==> src/rtl/bcp_implication_queue.sv <==
// Implication queue between the clause BCP checker and the assignment engine:
// buffers unit implications, drops duplicates, and flags conflicting ones.
module bcp_implication_queue #(
  parameter int VAR_NUM = 8,
  parameter int IDX_W   = 3,
  parameter int DEPTH   = 8
) (
  input  logic                     clock,
  input  logic                     reset,
  input  logic                     start,
  input  logic                     clear,
  input  logic                     imp_valid,
  input  logic [IDX_W-1:0]         imp_var,
  input  logic                     imp_value,
  output logic                     imp_ready,
  input  logic [VAR_NUM-1:0]       assignment,
  input  logic [VAR_NUM-1:0]       free,
  output logic                     out_valid,
  output logic [IDX_W-1:0]         out_var,
  output logic                     out_value,
  input  logic                     out_ready,
  output logic                     conflict,
  output logic [IDX_W-1:0]         conflict_var,
  output logic [VAR_NUM-1:0]       pending_mask,
  output logic [$clog2(DEPTH):0]   count,
  output logic [7:0]               dup_count
);

  localparam int PTR_W = $clog2(DEPTH);
  localparam int CNT_W = PTR_W + 1;

  typedef enum logic [1:0] {
    ST_IDLE,
    ST_RUN,
    ST_CONFLICT
  } state_t;

  state_t             state_q, state_d;
  logic [PTR_W-1:0]   wr_ptr_q, wr_ptr_d;
  logic [PTR_W-1:0]   rd_ptr_q, rd_ptr_d;
  logic [CNT_W-1:0]   count_q, count_d;
  logic [VAR_NUM-1:0] pend_mask_q, pend_mask_d;
  logic [VAR_NUM-1:0] pend_val_q, pend_val_d;
  logic               conflict_q, conflict_d;
  logic [IDX_W-1:0]   conflict_var_q, conflict_var_d;
  logic [7:0]         dup_q, dup_d;

  logic [IDX_W-1:0]   mem_var_q [DEPTH];
  logic               mem_val_q [DEPTH];
  logic               mem_we;

  logic push_fire, pop_fire;
  logic asg_set, asg_match, pend_hit, pend_match;
  logic is_conflict, is_dup;

  // Handshake flags depend on registered state only.
  assign imp_ready = (state_q == ST_RUN) && (count_q != CNT_W'(DEPTH));
  assign out_valid = (state_q == ST_RUN) && (count_q != '0);
  assign out_var   = mem_var_q[rd_ptr_q];
  assign out_value = mem_val_q[rd_ptr_q];

  assign conflict     = conflict_q;
  assign conflict_var = conflict_var_q;
  assign pending_mask = pend_mask_q;
  assign count        = count_q;
  assign dup_count    = dup_q;

  assign push_fire = imp_valid && imp_ready;
  assign pop_fire  = out_valid && out_ready;

  // Assigned variables take precedence over queued ones; pending state is pre-pop.
  assign asg_set     = ~free[imp_var];
  assign asg_match   = (assignment[imp_var] == imp_value);
  assign pend_hit    = pend_mask_q[imp_var];
  assign pend_match  = (pend_val_q[imp_var] == imp_value);
  assign is_conflict = asg_set ? ~asg_match : (pend_hit && ~pend_match);
  assign is_dup      = asg_set ?  asg_match : (pend_hit &&  pend_match);

  always_comb begin
    state_d        = state_q;
    wr_ptr_d       = wr_ptr_q;
    rd_ptr_d       = rd_ptr_q;
    count_d        = count_q;
    pend_mask_d    = pend_mask_q;
    pend_val_d     = pend_val_q;
    conflict_d     = conflict_q;
    conflict_var_d = conflict_var_q;
    dup_d          = dup_q;
    mem_we         = 1'b0;

    if (clear || start) begin
      state_d        = clear ? ST_IDLE : ST_RUN;
      wr_ptr_d       = '0;
      rd_ptr_d       = '0;
      count_d        = '0;
      pend_mask_d    = '0;
      pend_val_d     = '0;
      conflict_d     = 1'b0;
      conflict_var_d = '0;
      dup_d          = '0;
    end else begin
      if (pop_fire) begin
        rd_ptr_d                        = rd_ptr_q + PTR_W'(1);
        pend_mask_d[mem_var_q[rd_ptr_q]] = 1'b0;
      end
      if (push_fire) begin
        if (is_conflict) begin
          conflict_d     = 1'b1;
          conflict_var_d = imp_var;
          state_d        = ST_CONFLICT;
        end else if (is_dup) begin
          if (dup_q != 8'hFF) dup_d = dup_q + 8'd1;
        end else begin
          mem_we               = 1'b1;
          wr_ptr_d             = wr_ptr_q + PTR_W'(1);
          pend_mask_d[imp_var] = 1'b1;
          pend_val_d[imp_var]  = imp_value;
        end
      end
      count_d = count_q + CNT_W'(mem_we) - CNT_W'(pop_fire);
    end
  end

  always_ff @(posedge clock or negedge reset) begin
    if (!reset) begin
      state_q        <= ST_IDLE;
      wr_ptr_q       <= '0;
      rd_ptr_q       <= '0;
      count_q        <= '0;
      pend_mask_q    <= '0;
      pend_val_q     <= '0;
      conflict_q     <= 1'b0;
      conflict_var_q <= '0;
      dup_q          <= '0;
    end else begin
      state_q        <= state_d;
      wr_ptr_q       <= wr_ptr_d;
      rd_ptr_q       <= rd_ptr_d;
      count_q        <= count_d;
      pend_mask_q    <= pend_mask_d;
      pend_val_q     <= pend_val_d;
      conflict_q     <= conflict_d;
      conflict_var_q <= conflict_var_d;
      dup_q          <= dup_d;
    end
  end

  // Storage is reset so the head outputs read zero straight out of reset.
  always_ff @(posedge clock or negedge reset) begin
    if (!reset) begin
      for (int i = 0; i < DEPTH; i++) begin
        mem_var_q[i] <= '0;
        mem_val_q[i] <= 1'b0;
      end
    end else if (mem_we) begin
      mem_var_q[wr_ptr_q] <= imp_var;
      mem_val_q[wr_ptr_q] <= imp_value;
    end
  end

endmodule

==> config.mk <==
export PLATFORM = sky130hd
export DESIGN_NAME = bcp_implication_queue
export DESIGN_NICKNAME = d
export VERILOG_FILES = /design/src/rtl/bcp_implication_queue.sv
export SDC_FILE = /design/constraint.sdc
export NUM_CORES = 1
export LEC_CHECK = 0
export ABC_AREA = 1
export CAP_MARGIN = 25
export CORE_ASPECT_RATIO = 0.7
export CORE_MARGIN = 1.5
export CORE_UTILIZATION = 40
export CTS_CLUSTER_DIAMETER = 200
export CTS_CLUSTER_SIZE = 30
export DETAILED_ROUTE_END_ITERATION = 7
export RECOVER_POWER = 25
export SETUP_SLACK_MARGIN = 0.02
export SKIP_LAST_GASP = 1
export SYNTH_ARGS = -nofsm -noshare
export SYNTH_HDL_FRONTEND = slang
export SYNTH_SLANG_ARGS = --single-unit
==> constraint.sdc <==
create_clock -name clock -period 6.9 [get_ports clock]
set_input_delay 1.38 -clock clock [delete_from_list [all_inputs] [get_ports clock]]
set_output_delay 1.38 -clock clock [all_outputs]
set_load 0.005 [all_outputs]
Yosys cells after proc, flatten, opt, wreduce, memory -nomap -nowiden. Index checks and enable logic that the tools add are counted.

Register bits: 72. Bits of input ports: 26. Logic and storage cells: 134.

$add $sub $neg: 5. Order comparisons: 7. Eq/ne operators: 7. Multiplexer cells: 64. Bitwise operators: 7. Reductions and logical operators: 19.

Operators by type and width (count): 8-bit 2-to-1 mux (15); 3-bit 2-to-1 mux (12); 24-bit bitwise mux (1); 1-bit 2-to-1 mux (20); 8-bit bitwise mux (2); 1-bit binary-select mux with 3-bit select (5); 2-bit nonzero test (5); 3-bit binary-select mux with 3-bit select (1); 1-bit demux with 3-bit select (3); 3-bit demux with 3-bit select (1); 1-bit logical AND (9); 8-bit by 1-bit adder with 8-bit output (second input constant) (1); 8-bit bitwise AND (1); 4-bit greater-or-equal comparator (second input constant) (2); 3-bit by 4-bit less-than comparator with 1-bit output (second input constant) (2); 8-bit inequality test (second input constant) (1); 3-bit NOT with 4-bit output (2); 8-bit NOT (1); 8-bit bitwise OR (1); 3-bit by 1-bit adder with 3-bit output (second input constant) (2); 3-bit by 1-bit greater-or-equal comparator with 1-bit output (second input constant) (2); 2-bit 2-to-1 mux (3); 4-bit by 1-bit adder with 4-bit output (1); 4-bit by 1-bit less-than comparator with 1-bit output (second input constant) (1); 12 further kinds (15).

Depth between registers and ports, before layout. Gate-level depths: netlist of run 1.

Depth after elaboration: 17. Mapped depth: 22. Gate-level depth less buffers: 20.

Worst setup path after synthesis of run 1. OpenSTA, ideal clock, no wires.

Path kind: input -> register. From: in imp_var[1]. To: reg count_q[2], in the netlist count[2]. Library setup time: 123 ps. Arrival: 3692 ps. Path slack: 3085 ps. Stages: 17. Buffers on the path: 3. Cell sequence: buf_2 > buf_2 > nand4_1 > nand2_1 > nor2_1 > nand3_1 > nand3_2 > nand3_4 > nor2_8 > buf_2 > inv_1 > ha_1 > inv_1 > ha_1 > fa_1 > o21ai_0 > a21oi_1.

Longest elaborated chain between the ends: 12.

RTL lines: from (decl) (RTL line 13) `input logic [IDX_W-1:0] imp_var,`; 1-bit binary-select mux with 3-bit select (RTL line 75) `assign pend_match = (pend_val_q[imp_var] == imp_value);`; 1-bit 2-to-1 mux (implied by the code) (RTL line 75); 1-bit == test (RTL line 75); 1-bit logical AND or 1-bit NOT (tied branches) (RTL line 77, 76); 1-bit 2-to-1 mux or 1-bit logical AND (tied branches) (RTL line 77, 76); 1-bit 2-to-1 mux, on equally long branches (RTL line 111, 76); 1-bit 2-to-1 mux (*) (RTL line 107) `if (is_conflict) begin`; 1-bit 2-to-1 mux (*) (RTL line 106) `if (push_fire) begin`; 1-bit 2-to-1 mux (*) (RTL line 91) `if (clear || start) begin`; 4-bit by 1-bit adder with 4-bit output (*) (RTL line 120) `count_d = count_q + CNT_W'(mem_we) - CNT_W'(pop_fire);`; 4-bit by 1-bit subtractor with 4-bit output (*) (RTL line 120); 4-bit 2-to-1 mux (*) (RTL line 91); via count_d[2] (RTL line 41) `logic [CNT_W-1:0] count_q, count_d;`; to (signal assigned) (RTL line 139) `count_q <= count_d;`; to (decl) (RTL line 41).

The timed path passes the listed nets; every way through them passes the cells marked *. The select of a mux whose other input is x is not followed. A chain may end at the register's enable or synchronous reset.

==> results of run 1 <==
## registers in the layout, summed over array words and instances (netlist names)
signal / count
conflict_var: 3
count: 4
dup_count: 8
mem_val_q: 8
mem_var_q: 24
pend_val_q: 8
pending_mask: 8
rd_ptr_q: 3
state_q: 2
wr_ptr_q: 3
## layout by cell type (no fill, tap or decap), drive strengths merged
cell,n
nand2,201
dfrtp,71
nand4,56
clkdlybuf4s50,54
nor2,49
inv,42
nand3,39
o21ai,38
a21oi,18
clkbuf,13
ha,9
o22ai,7
nand3b,6
xor2,6
buf,4
nor3,2
or2,2
bufinv,2
clkinv,2
a31oi,1
a21o,1
a211oi,1
fa,1
clkinvlp,1
## worst max-delay path, cell delays in order
cell	delay [ps]
sky130_fd_sc_hd__buf_2	70
sky130_fd_sc_hd__clkbuf_1	330
sky130_fd_sc_hd__clkbuf_1	2570
## power by group
part	internal, W	leakage [nW]	total [W]	switching (W)
Clock	0.000327	0.156	0.000513	0.000187
Sequential	0.000428	0.984	0.000436	0.00000862
Combinational	0.0000583	1.42	0.000160	0.000102
## worst max path at each step
stage                     startpoint                       end  slack (ps)  cells after the start
final                          reset  mem_val_q[6]$_DFFE_PN0P_        2110                      3
after global routing           reset        count[1]$_DFF_PN0_        1260                      3
after CTS                 imp_var[1]        count[2]$_DFF_PN0_        2160                     16
after detailed placement  imp_var[1]        count[2]$_DFF_PN0_        1790                     16
after global placement    imp_var[1]        count[2]$_DFF_PN0_        1880                     16
after floorplan           imp_var[1]        count[2]$_DFF_PN0_        3080                     17
## synthesized netlist by cell type, drive strengths merged
library cell and instances:
a211oi 1, a21o 1, a21oi 18, a31oi 1
buf 19, clkbuf 12, dfrtp 71, fa 1
ha 9, inv 42, nand2 201, nand3 39
nand3b 6, nand4 56, nor2 49, nor3 2
o21ai 38, o22ai 7, or2 2, xor2 6
## routing by layer
layer | part of all wire [%] | vias to the layer above
met5 | 0 | -
met4 | 1.1 | 0
met3 | 8.2 | 15
met2 | 41 | 166
met1 | 50 | 1982
li1 | - | 2015
## per-stage QoR
| step | hold WS, ps | setup WS, ps |
|---|---|---|
| floorplan | 437 | 3080 |
| CTS | 469 | 2160 |
| finish | 472 | 2110 |
| global route | 492 | 1260 |
| global placement | 453 | 1880 |
| detailed placement | 457 | 1790 |
## kinds of logic after synthesis
logic type	share of synthesized area, %
AND/OR/NAND/NOR	38.3
buffers and inverters	7.64
flip-flops	41.6
AO/OA/AOI/OAI	8.17
adder cells (fa/ha/maj)	3.10
XOR/XNOR	1.23
## layout make-up
class / count / area share, %
Clock buffer: 11 / 4.69
Clock inverter: 5 / 1.57
Inverter: 42 / 3.09
Multi-Input combinational cell: 437 / 42.0
Sequential cell: 71 / 34.3
Tap cell: 132 / 3.19
Timing Repair Buffer: 60 / 11.1
==> results by group, run 1 <==
Die
  – Starting density of the core: approximately two fifths
  – Die Wd: 127 µm
  – Count of pins on the block boundary: 56
  – Total number of placement rows: 31
  – Core region area: 10,400 µm²
  – Die H: roughly 90 µm
  – Floorplan die area: ~11,000 µm²

Global route
  – GRT overflow: 0
  – Busiest metal layer after global routing: met1
  – Largest net degree at the start of global routing: a little over 70
  – Met1 track demand over resource in global routing: a little over a third
  – First-pass GRT wire length: about 20 mm
  – Number of global-route vias before repair: between 3,000 and 4,000
  – Initial antenna violation count: 0
  – Grt met2 use: approximately 34%
  – Global-route usage over all layers: 23.5%
  – Met3 usage in global routing: approximately 5.1%

Final layout
  – Count of placed standard cells in the final layout, fillers left out: 758
  – P&R area growth vs syn: 21.2%
  – Final Cell Area: between 5000 and 6000 µm²
  – Area of the multi-input gates: 2180 µm²
  – Antenna Cells: 0
  – Fraction of layout cells with a size suffix above 1: around 6.5%
  – Final net count: 657
  – Register area: around 1800 µm²
  – Utilization of the core after routing: about 50%
  – Total of fill cells in the finished design: 1,026

Timing
  – Setup repair after global routing missed its margin: no
  – Final critical-path share of the clock period: between 60% and 70%
  – Time the worst path needs with I/O delays and setup: approximately 4800 ps
  – Number of hold violations in the final report: 0
  – Tightest Pin Transition: 3610 ps
  – Max-slew headroom at the worst pin: -140%
  – Worst-case clock skew: 3.88 ps
  – Slew Limit Fails: 66
  – Setup Total Neg Slack: 0 ps
  – Total setup violations reported at the end of the flow: 0
  – Upper clock frequency limit: roughly 210 MHz

Synth
  – Synth Net Count: just over 600
  – Synth area leader: sky130_fd_sc_hd__dfrtp_1
  – Mean instance size in the synthesized netlist: approximately 7.4 µm²
  – Post-Syn Area: 4270 µm²
  – Share of the yosys chip area belonging to registers: roughly 42%
  – Top cell type's share of synthesized area: between 40% and 50%
  – Top area cells in the synthesized netlist: sky130_fd_sc_hd__dfrtp_1 (42%), sky130_fd_sc_hd__nand2_1 (17%), sky130_fd_sc_hd__nand4_1 (8.2%), sky130_fd_sc_hd__o21ai_0 (4.0%), sky130_fd_sc_hd__nor2_1 (4.0%)
  – Distinct cell type count after synthesis: 33
  – Synth warn: 0
  – Gate count of the mapped netlist: 581
  – Number of synthesized register bits: 71

Job
  – Max Cap Violations: 1

Place
  – Final RePlAce weighted congestion: between 0.8 and 0.9
  – HPWL reported at the end of detailed placement: 8.23 mm
  – Placed Instances: approximately 740
  – # port buffers: 55
  – Area post-placement: slightly below 5000 µm²

Power and ir drop
  – Power density over cell area: about 210 nW/µm²
  – Total power after layout: between 0.001 and 0.0015 W
  – Peak VDD IR: between 0.1 and 0.15 mV
  – Static leakage: 2.56 nW

Setup path
  – Data arrival time of the critical path: approximately 4400 ps
  – Critical R2R Launch: count[2]$_DFF_PN0_
  – Worst setup slack for register-to-register paths: between 4000 and 5000 ps
  – Crit Path Category: primary input to asynchronous set/reset pin
  – Critical path data required time: approximately 6500 ps
  – Startpoint Class: primary input
  – CP Capture Type: asynchronous set/reset pin
  – End of the worst register-to-register path: count[2]$_DFF_PN0_
  – CP max FO: 65
  – Cells on worst reg2reg path: 14

Routing
  – Wirelength per Cell: about 16 µm
  – Number of violations reported at the end of detailed-routing iteration 0: approximately 400
  – Total number of vias: 4,178
  – Remaining number of nets flagged by the antenna check after routing: 0
  – Sum of routed wire length over all layers: 12.4 mm
  – Number of detailed-routing iterations run before antenna repair: 5
  – Ratio of routed vias to standard cells: ~5.5
  – Remaining DRCs: 0

Clocking
  – Clock latency on the worst-skew pair: roughly 340 ps
  – TritonCTS buffer count: 9
  – Depth of the CTS H-tree: 3
  – Root buf cell: sky130_fd_sc_hd__clkbuf_16
  – CTS Buffer Depth: 2
  – Clock input transition at the sequential cells of the worst setup and hold paths: around 60 ps
  – Number of instances resized during post-cts repair: 0
  – CTS hold repair buffers: 0
  – Count of clock tree sinks: a little over 70
  – Clock tree from TritonCTS: built
  – # Post-CTS Setup Buffers: 0

Status
  – Violations in the final reports: max-capacitance violations, max-slew violations
  – Status: finished, violations left

Min path
  – Number of cells on the worst hold path: 2
  – Path type of the worst min-delay path: register to register
  – Capture endpoint of the worst hold path: mem_val_q[1]$_DFFE_PN0P_
  – Beginning of the worst hold path: mem_val_q[1]$_DFFE_PN0P_
Power figures use the tool's default switching activity.
==> run 2, diff against run 1 <==
- clock period: 6.9 -> 4.56 ns (I/O delays scaled with it)
==> run 2 against run 1 <==
  * Cell count is 0.40% higher
  * Via count is 1.0% lower
  * The flow still finishes with violations (max-capacitance violations, max-slew violations)
  * Critical endpoint is now count[2]$_DFF_PN0_
  * Flip-flop and latch count stayed put
  * Highest routed layer unchanged
  * Non-clock buffer count is 3 higher
  * Worst setup slack worse by 1300 ps
  * Final area is 0.12% higher
==> results by group, run 2 (synthesized netlist as in run 1, its figures left out) <==
Status
  – Status: finished, violations left
  – Violations in the final reports: max-capacitance violations, max-slew violations

Power and ir drop
  – Power density over cell area: 306 nW/µm² (+43%)
  – Sequential fraction of design power: 41.5% (+2.2 points)
  – Switching power of the nets: 0.000435 W (+46%)
  – Static leakage: 2.57 nW (+0.13%)
  – Share of total power in the clock network: 43.4% (-2.9 points)
  – Internal portion of total power: 0.00115 W (+42%)
  – Peak VDD IR: 0.164 mV (+44%)
  – Combinational group share of total power: 15.1% (+0.7 points)
  – Sw Share: 27.4% (+0.64 points)

Global route
  – GRT overflow: 0 (unchanged)
  – First-pass GRT wire length: 19.4 mm (-5.2%)
  – Largest net degree at the start of global routing: 68 (-5.6%)
  – Global-route usage over all layers: 22.2% (-1.3 points)
  – Number of global-route vias before repair: 3,729 (-2.9%)
  – Initial antenna violation count: 0 (unchanged)

Setup path
  – Crit-path slowest cell: sky130_fd_sc_hd__clkdlybuf4s50_1
  – Buf/Inv on CP: 5 (+2)
  – CP Capture Type: register
  – CP top delay family: buffers and inverters
  – CP Cell Sequence: clkdlybuf4s50_1 -> buf_4 -> inv_4 -> nand2_1 -> nand2_1 -> nand2_1 -> nand2_1 -> nand2_1 -> nand2_1 -> nand2_1 -> nand2_1 -> nand2_2 -> nand3_4 -> nor2_8 -> inv_1 -> ha_1 -> inv_1 -> ha_1 -> fa_1 -> o21ai_0 -> a21oi_1
  – Most numerous cell on the critical path: sky130_fd_sc_hd__nand2_1
  – Critical path data required time: 4780 ps (-1750 ps)
  – Startpoint Class: primary input
  – CP max FO: 36 (-45%)
  – Worst path max stage delay: 460 ps (-2110 ps)
  – Crit Path Category: primary input to register
  – Data arrival time of the critical path: 3920 ps (-500 ps)

Clocking
  – # Post-CTS Setup Buffers: 0 (unchanged)
  – Count of clock tree sinks: 71 (unchanged)
  – CTS Buffer Depth: 2 (unchanged)
  – Clock tree from TritonCTS: built
  – TritonCTS buffer count: 9 (unchanged)
  – Clock latency on the worst-skew pair: 340 ps (about the same)
  – Clock input transition at the sequential cells of the worst setup and hold paths: 60 ps (about the same)
  – Depth of the CTS H-tree: 3 (unchanged)
  – Number of instances resized during post-cts repair: 0 (unchanged)
  – Root buf cell: sky130_fd_sc_hd__clkbuf_16
  – CTS hold repair buffers: 0 (unchanged)

Final layout
  – Most common cell after layout, fill and taps aside: sky130_fd_sc_hd__nand2_1
  – Utilization of the core after routing: 50.1% (+0.060 points)
  – Count of placed standard cells in the final layout, fillers left out: 761 (+0.40%)
  – Fraction of layout cells with a size suffix above 1: 7.15% (+0.60 points)
  – Antenna Cells: 0 (unchanged)
  – Commonest non-fill, non-tap cells in the layout: sky130_fd_sc_hd__nand2_1 (198), sky130_fd_sc_hd__dfrtp_1 (71), sky130_fd_sc_hd__nand4_1 (56)
  – Largest register by flop count: mem_var_q
  – Total of fill cells in the finished design: 1,016 (-0.97%)
  – P&R area growth vs syn: 21.3%
  – Final net count: 660 (+0.46%)
  – Max FFs per register: 24 (unchanged)

Place
  – # port buffers: 55 (unchanged)
  – Placed Instances: 744 (+0.40%)
  – Final RePlAce weighted congestion: 0.824 (+2.3%)
  – HPWL reported at the end of detailed placement: 8.01 mm (-2.7%)

Die
  – Die Wd: 127 µm (unchanged)
  – Floorplan die area: 11,300 µm² (unchanged)
  – Total number of placement rows: 31 (unchanged)
  – Starting density of the core: 41.3% (unchanged)
  – Count of pins on the block boundary: 56 (unchanged)
  – Die H: 89.5 µm (unchanged)
  – Core region area: 10,400 µm² (unchanged)

Routing
  – Number of detailed-routing iterations run before antenna repair: 5 (unchanged)
  – Met3 wire length: 943 µm (-6.7%)
  – Number of violations reported at the end of detailed-routing iteration 0: 333 (-15%)
  – Remaining DRCs: 0 (unchanged)
  – Routed wl met2: 4.95 mm (-1.6%)
  – Total number of vias: 4,136 (-1.0%)
  – Remaining number of nets flagged by the antenna check after routing: 0 (unchanged)
  – Met1 Wirelength: 5.92 mm (-4.5%)
  – Ratio of routed vias to standard cells: 5.43 (-1.4%)
  – Wirelength per Cell: 15.7 µm (-4.2%)
  – Highest metal used: met4
  – Sum of routed wire length over all layers: 11.9 mm (-3.8%)

Timing
  – Upper clock frequency limit: 270 MHz
  – Setup Total Neg Slack: 0 ps (unchanged)
  – Tightest Pin Transition: 2000 ps (-1610 ps)
  – Total setup violations reported at the end of the flow: 0 (unchanged)
  – Max-slew headroom at the worst pin: -33.0% (+110 points)
  – Slew Limit Fails: 36 (-45%)
  – Number of hold violations in the final report: 0 (unchanged)
  – Setup repair after global routing missed its margin: no
  – Time the worst path needs with I/O delays and setup: ~3700 ps
  – Final critical-path share of the clock period: approximately 81%
  – Worst-case clock skew: 4.71 ps (+0.827 ps)

Min path
  – Path type of the worst min-delay path: primary input to asynchronous set/reset pin

Job
  – Max Cap Violations: 1 (unchanged)
[run 2: power groups by stage]
stage               combinational [W]  sequential (W)  clock [W]
floorplan                    0.000138        0.000666          0
global placement             0.000238        0.000668          0
detailed placement           0.000239        0.000668          0
CTS                          0.000241        0.000657   0.000702
global route                 0.000267        0.000660   0.000727
finish                       0.000240        0.000658   0.000687
[run 2: metrics by stage]
step	setup slack, ps	instance area, µm²	total power, W	hold slack (ps)
6_report	854	5180	0.00159	434
5_1_grt	633	5180	0.00165	447
4_1_cts	875	5180	0.00160	469
3_5_place_dp	535	4890	0.000907	454
3_3_place_gp	626	4890	0.000906	451
2_1_floorplan	1210	4270	0.000804	437
[run 2: layout make-up]
cell class / count / area [µm²] / share of cell area, %
repair buffers: 63 / 611 / 11.8
well taps: 132 / 165 / 3.19
clock inverters: 4 / 28.8 / 0.555
inverters: 42 / 160 / 3.09
flip-flops and latches: 71 / 1780 / 34.3
multi-input cells: 437 / 2180 / 42.0
clock buffers: 12 / 267 / 5.14
[run 2: metal layers]
layer | track usage (%) | up-vias
met1 | 33.2 | 1944
met5 | 0 | -
met3 | 5.15 | 12
li1 | - | 2024
met2 | 32.3 | 156
met4 | 5.12 | 0
[run 2: worst paths after layout]
| check | from | end | slack (ps) | depth (start not counted) |
|---|---|---|---|---|
| min in group clock | mem_var_q[6]$_DFFE_PN0P_ | mem_var_q[6]$_DFFE_PN0P_ | 470 | 2 |
| max reg2reg | count[2]$_DFF_PN0_ | count[2]$_DFF_PN0_ | 1880 | 14 |
| max in group asynchronous | reset | conflict_var[0]$_DFFE_PN0P_ | 1360 | 3 |
| max | imp_var[0] | count[2]$_DFF_PN0_ | 850 | 21 |
| min | reset | dup_count[3]$_DFFE_PN0P_ | 430 | 1 |
| min reg2reg | mem_var_q[6]$_DFFE_PN0P_ | mem_var_q[6]$_DFFE_PN0P_ | 470 | 2 |
==> run 3, diff against run 2 <==
- clock period: 4.56 -> 3.1 ns (I/O delays scaled with it)
==> run 3 against run 2 <==
  * The flow still finishes with violations (max-capacitance violations, max-slew violations)
  * Register-to-register slack worse by 1400 ps
  * Clock skew increased by 2.8 ps
  * Cell count is 2.8% higher
  * Non-clock buffer count rose by 21
  * Final area rose by 4.6%
  * Critical path depth is 15 lower
  * Flip-flop and latch count unchanged
  * Die area is the same
  * Via count up 2.7%
  * Wire length increased by 4.5%
  * Hold slack improved by 34 ps
  * Critical endpoint is now out_var[2]
==> results by group, run 3 (synthesized netlist as in run 1, its figures left out) <==
Status
  – Status: finished, violations left
  – Violations in the final reports: max-capacitance violations, max-slew violations

Final layout
  – Largest register by flop count: mem_var_q
  – Commonest non-fill, non-tap cells in the layout: sky130_fd_sc_hd__nand2_1 (198), sky130_fd_sc_hd__dfrtp_1 (71), sky130_fd_sc_hd__nand4_1 (56)
  – P&R area growth vs syn: 26.9%
  – Fraction of layout cells with a size suffix above 1: 11.1% (+3.9 points)
  – Most common cell after layout, fill and taps aside: sky130_fd_sc_hd__nand2_1
  – Final net count: 681 (+3.2%)
  – Area of the multi-input gates: 2180 µm² (+0.34%)
  – Total of fill cells in the finished design: 1,025 (+0.89%)
  – Register area: 1780 µm² (unchanged)
  – Antenna Cells: 0 (unchanged)
  – Max FFs per register: 24 (unchanged)

Timing
  – Max-slew headroom at the worst pin: -22.9% (+10 points)
  – Number of hold violations in the final report: 0 (unchanged)
  – Slew Limit Fails: 32 (-11%)
  – Total setup violations reported at the end of the flow: 0 (unchanged)
  – Tightest Pin Transition: 1840 ps (-152 ps)
  – Hold Worst Slack: 468 ps (+33.6 ps)
  – Final critical-path share of the clock period: a little over nine tenths
  – Time the worst path needs with I/O delays and setup: 2960 ps
  – Setup repair after global routing missed its margin: no
  – Worst-case clock skew: 7.51 ps (+2.80 ps)
  – Upper clock frequency limit: approximately 340 MHz

Setup path
  – Crit-path slowest cell: sky130_fd_sc_hd__clkdlybuf4s50_1
  – Buf/Inv on CP: 3 (-2)
  – Startpoint Class: register
  – Worst path max stage delay: 570 ps (+110 ps)
  – Crit Path Category: register to output pin
  – CP top delay family: buffers and inverters
  – CP Cell Sequence: inv_2 -> o21ai_0 -> o22ai_1 -> inv_1 -> o21ai_1 -> clkdlybuf4s50_1
  – CP max FO: 10 (-72%)
  – Data arrival time of the critical path: 2340 ps (-1580 ps)
  – CP Capture Type: output pin
  – Critical path data required time: 2480 ps (-2300 ps)

Routing
  – Remaining number of nets flagged by the antenna check after routing: 0 (unchanged)
  – Sum of routed wire length over all layers: 12.5 mm (+4.5%)
  – Wirelength per Cell: 15.9 µm (+1.7%)
  – Total number of vias: 4,248 (+2.7%)
  – Number of violations reported at the end of detailed-routing iteration 0: 261 (-22%)
  – Ratio of routed vias to standard cells: 5.43 (about the same)
  – Remaining DRCs: 0 (unchanged)
  – Number of detailed-routing iterations run before antenna repair: 4 (-1)

Clocking
  – Clock input transition at the sequential cells of the worst setup and hold paths: 60 ps (about the same)
  – TritonCTS buffer count: 9 (unchanged)
  – # Post-CTS Setup Buffers: 0 (unchanged)
  – Clock latency on the worst-skew pair: 340 ps (about the same)
  – Count of clock tree sinks: 71 (unchanged)
  – Root buf cell: sky130_fd_sc_hd__clkbuf_16
  – Depth of the CTS H-tree: 3 (unchanged)
  – Clock tree from TritonCTS: built
  – CTS Buffer Depth: 2 (unchanged)

Global route
  – Largest net degree at the start of global routing: 62 (-8.8%)
  – GRT overflow: 0 (unchanged)
  – Global-route usage over all layers: 23.5% (+1.3 points)
  – Number of global-route vias before repair: 4,035 (+8.2%)
  – Initial antenna violation count: 0 (unchanged)
  – First-pass GRT wire length: 20.7 mm (+6.5%)

Place
  – Final RePlAce weighted congestion: 0.830 (+0.74%)
  – # port buffers: 55 (unchanged)
  – HPWL reported at the end of detailed placement: 8.50 mm (+6.1%)

Power and ir drop
  – Static leakage: 2.71 nW (+5.7%)
  – Power density over cell area: 445 nW/µm² (+45%)
  – Peak VDD IR: 0.248 mV (+51%)
  – Total power after layout: 0.00241 W (+52%)

Job
  – Max Cap Violations: 1 (unchanged)

Die
  – Starting density of the core: 41.3% (unchanged)
  – Count of pins on the block boundary: 56 (unchanged)
  – Die Wd: 127 µm (unchanged)
  – Die H: 89.5 µm (unchanged)
  – Core region area: 10,400 µm² (unchanged)
  – Total number of placement rows: 31 (unchanged)
  – Floorplan die area: 11,300 µm² (unchanged)

Min path
  – Path type of the worst min-delay path: register to register
-- run 3: cell types whose count changed in the layout (fill, tap and decap cells not counted), sizes merged --
cell           delta
buf              +22
clkbuf            -4
clkdlybuf4s50     -3
bufbuf            +1
bufinv            +1
clkdlybuf4s15     +1
clkinv            +1
dlygate4sd2       +1
dlymetal6s2s      +1
-- run 3: path summary, 6_finish.rpt --
kind	startpoint	to	slack, ps	cells after the start
worst max-delay path	rd_ptr_q[1]$_DFFE_PN0P_	out_var[2]	140	6
worst min-delay path	mem_var_q[6]$_DFFE_PN0P_	mem_var_q[6]$_DFFE_PN0P_	470	2
worst max register to register	count[2]$_DFF_PN0_	count[2]$_DFF_PN0_	480	14
worst min register to register	mem_var_q[6]$_DFFE_PN0P_	mem_var_q[6]$_DFFE_PN0P_	470	2
max in group asynchronous	reset	mem_val_q[6]$_DFFE_PN0P_	1260	1
min in group asynchronous	reset	conflict_var[0]$_DFFE_PN0P_	780	1
-- run 3: worst min-delay path, cell delays in order, from the launching register on --
cell	delay (ps)
sky130_fd_sc_hd__dfrtp_1	340
sky130_fd_sc_hd__nand2_1	50
sky130_fd_sc_hd__nand2_1	40
-- run 3: report_power, final --
part	internal, W	switching (W)
logic	0.000163	0.000230
clock network	0.000628	0.000422
registers	0.000951	0.0000174
total	0.00174	0.000669
-- run 3: layout make-up --
cell class	count	share of cell area, %
Clock inverter	6	1.27
Timing Repair Buffer	84	15.3
Multi-Input combinational cell	437	40.3
Inverter	42	3.11
Tap cell	132	3.05
Sequential cell	71	32.8
Clock buffer	10	4.22
-- run 3: per-layer routing --
layer  GRT usage (%)  routed length, µm  up-vias  share of wire, %
li1                -                  -     2059                 -
met1            34.9               6310     2012                51
met2            34.5               5120      164                41
met3            5.15                930       13               7.5
met4            6.27                105        0              0.84
met5               0                  0        -                 0
-- run 3: timing repair --
item                       4_1_cts  5_1_grt
gates cloned                     1        0
hold buffers                     0        0
setup endpoints to repair        2       14
pin swaps                        0        1
resized for setup                4       10
-- run 3: stage by stage --
| step | cell area (µm²) | cells | TNS [ps] | util [%] | setup WS [ps] |
|---|---|---|---|---|---|
| after floorplan | 4270 | 581 | 0 | - | 44.6 |
| after global placement | 5070 | 765 | -2900 | 49.0 | -297 |
| after detailed placement | 5070 | 765 | -4770 | 49.0 | -384 |
| after CTS | 5400 | 782 | 0 | 52.2 | 29.0 |
| after global routing | 5420 | 782 | 0 | 52.4 | 22.0 |
| final | 5420 | 782 | 0 | 52.4 | 141 |
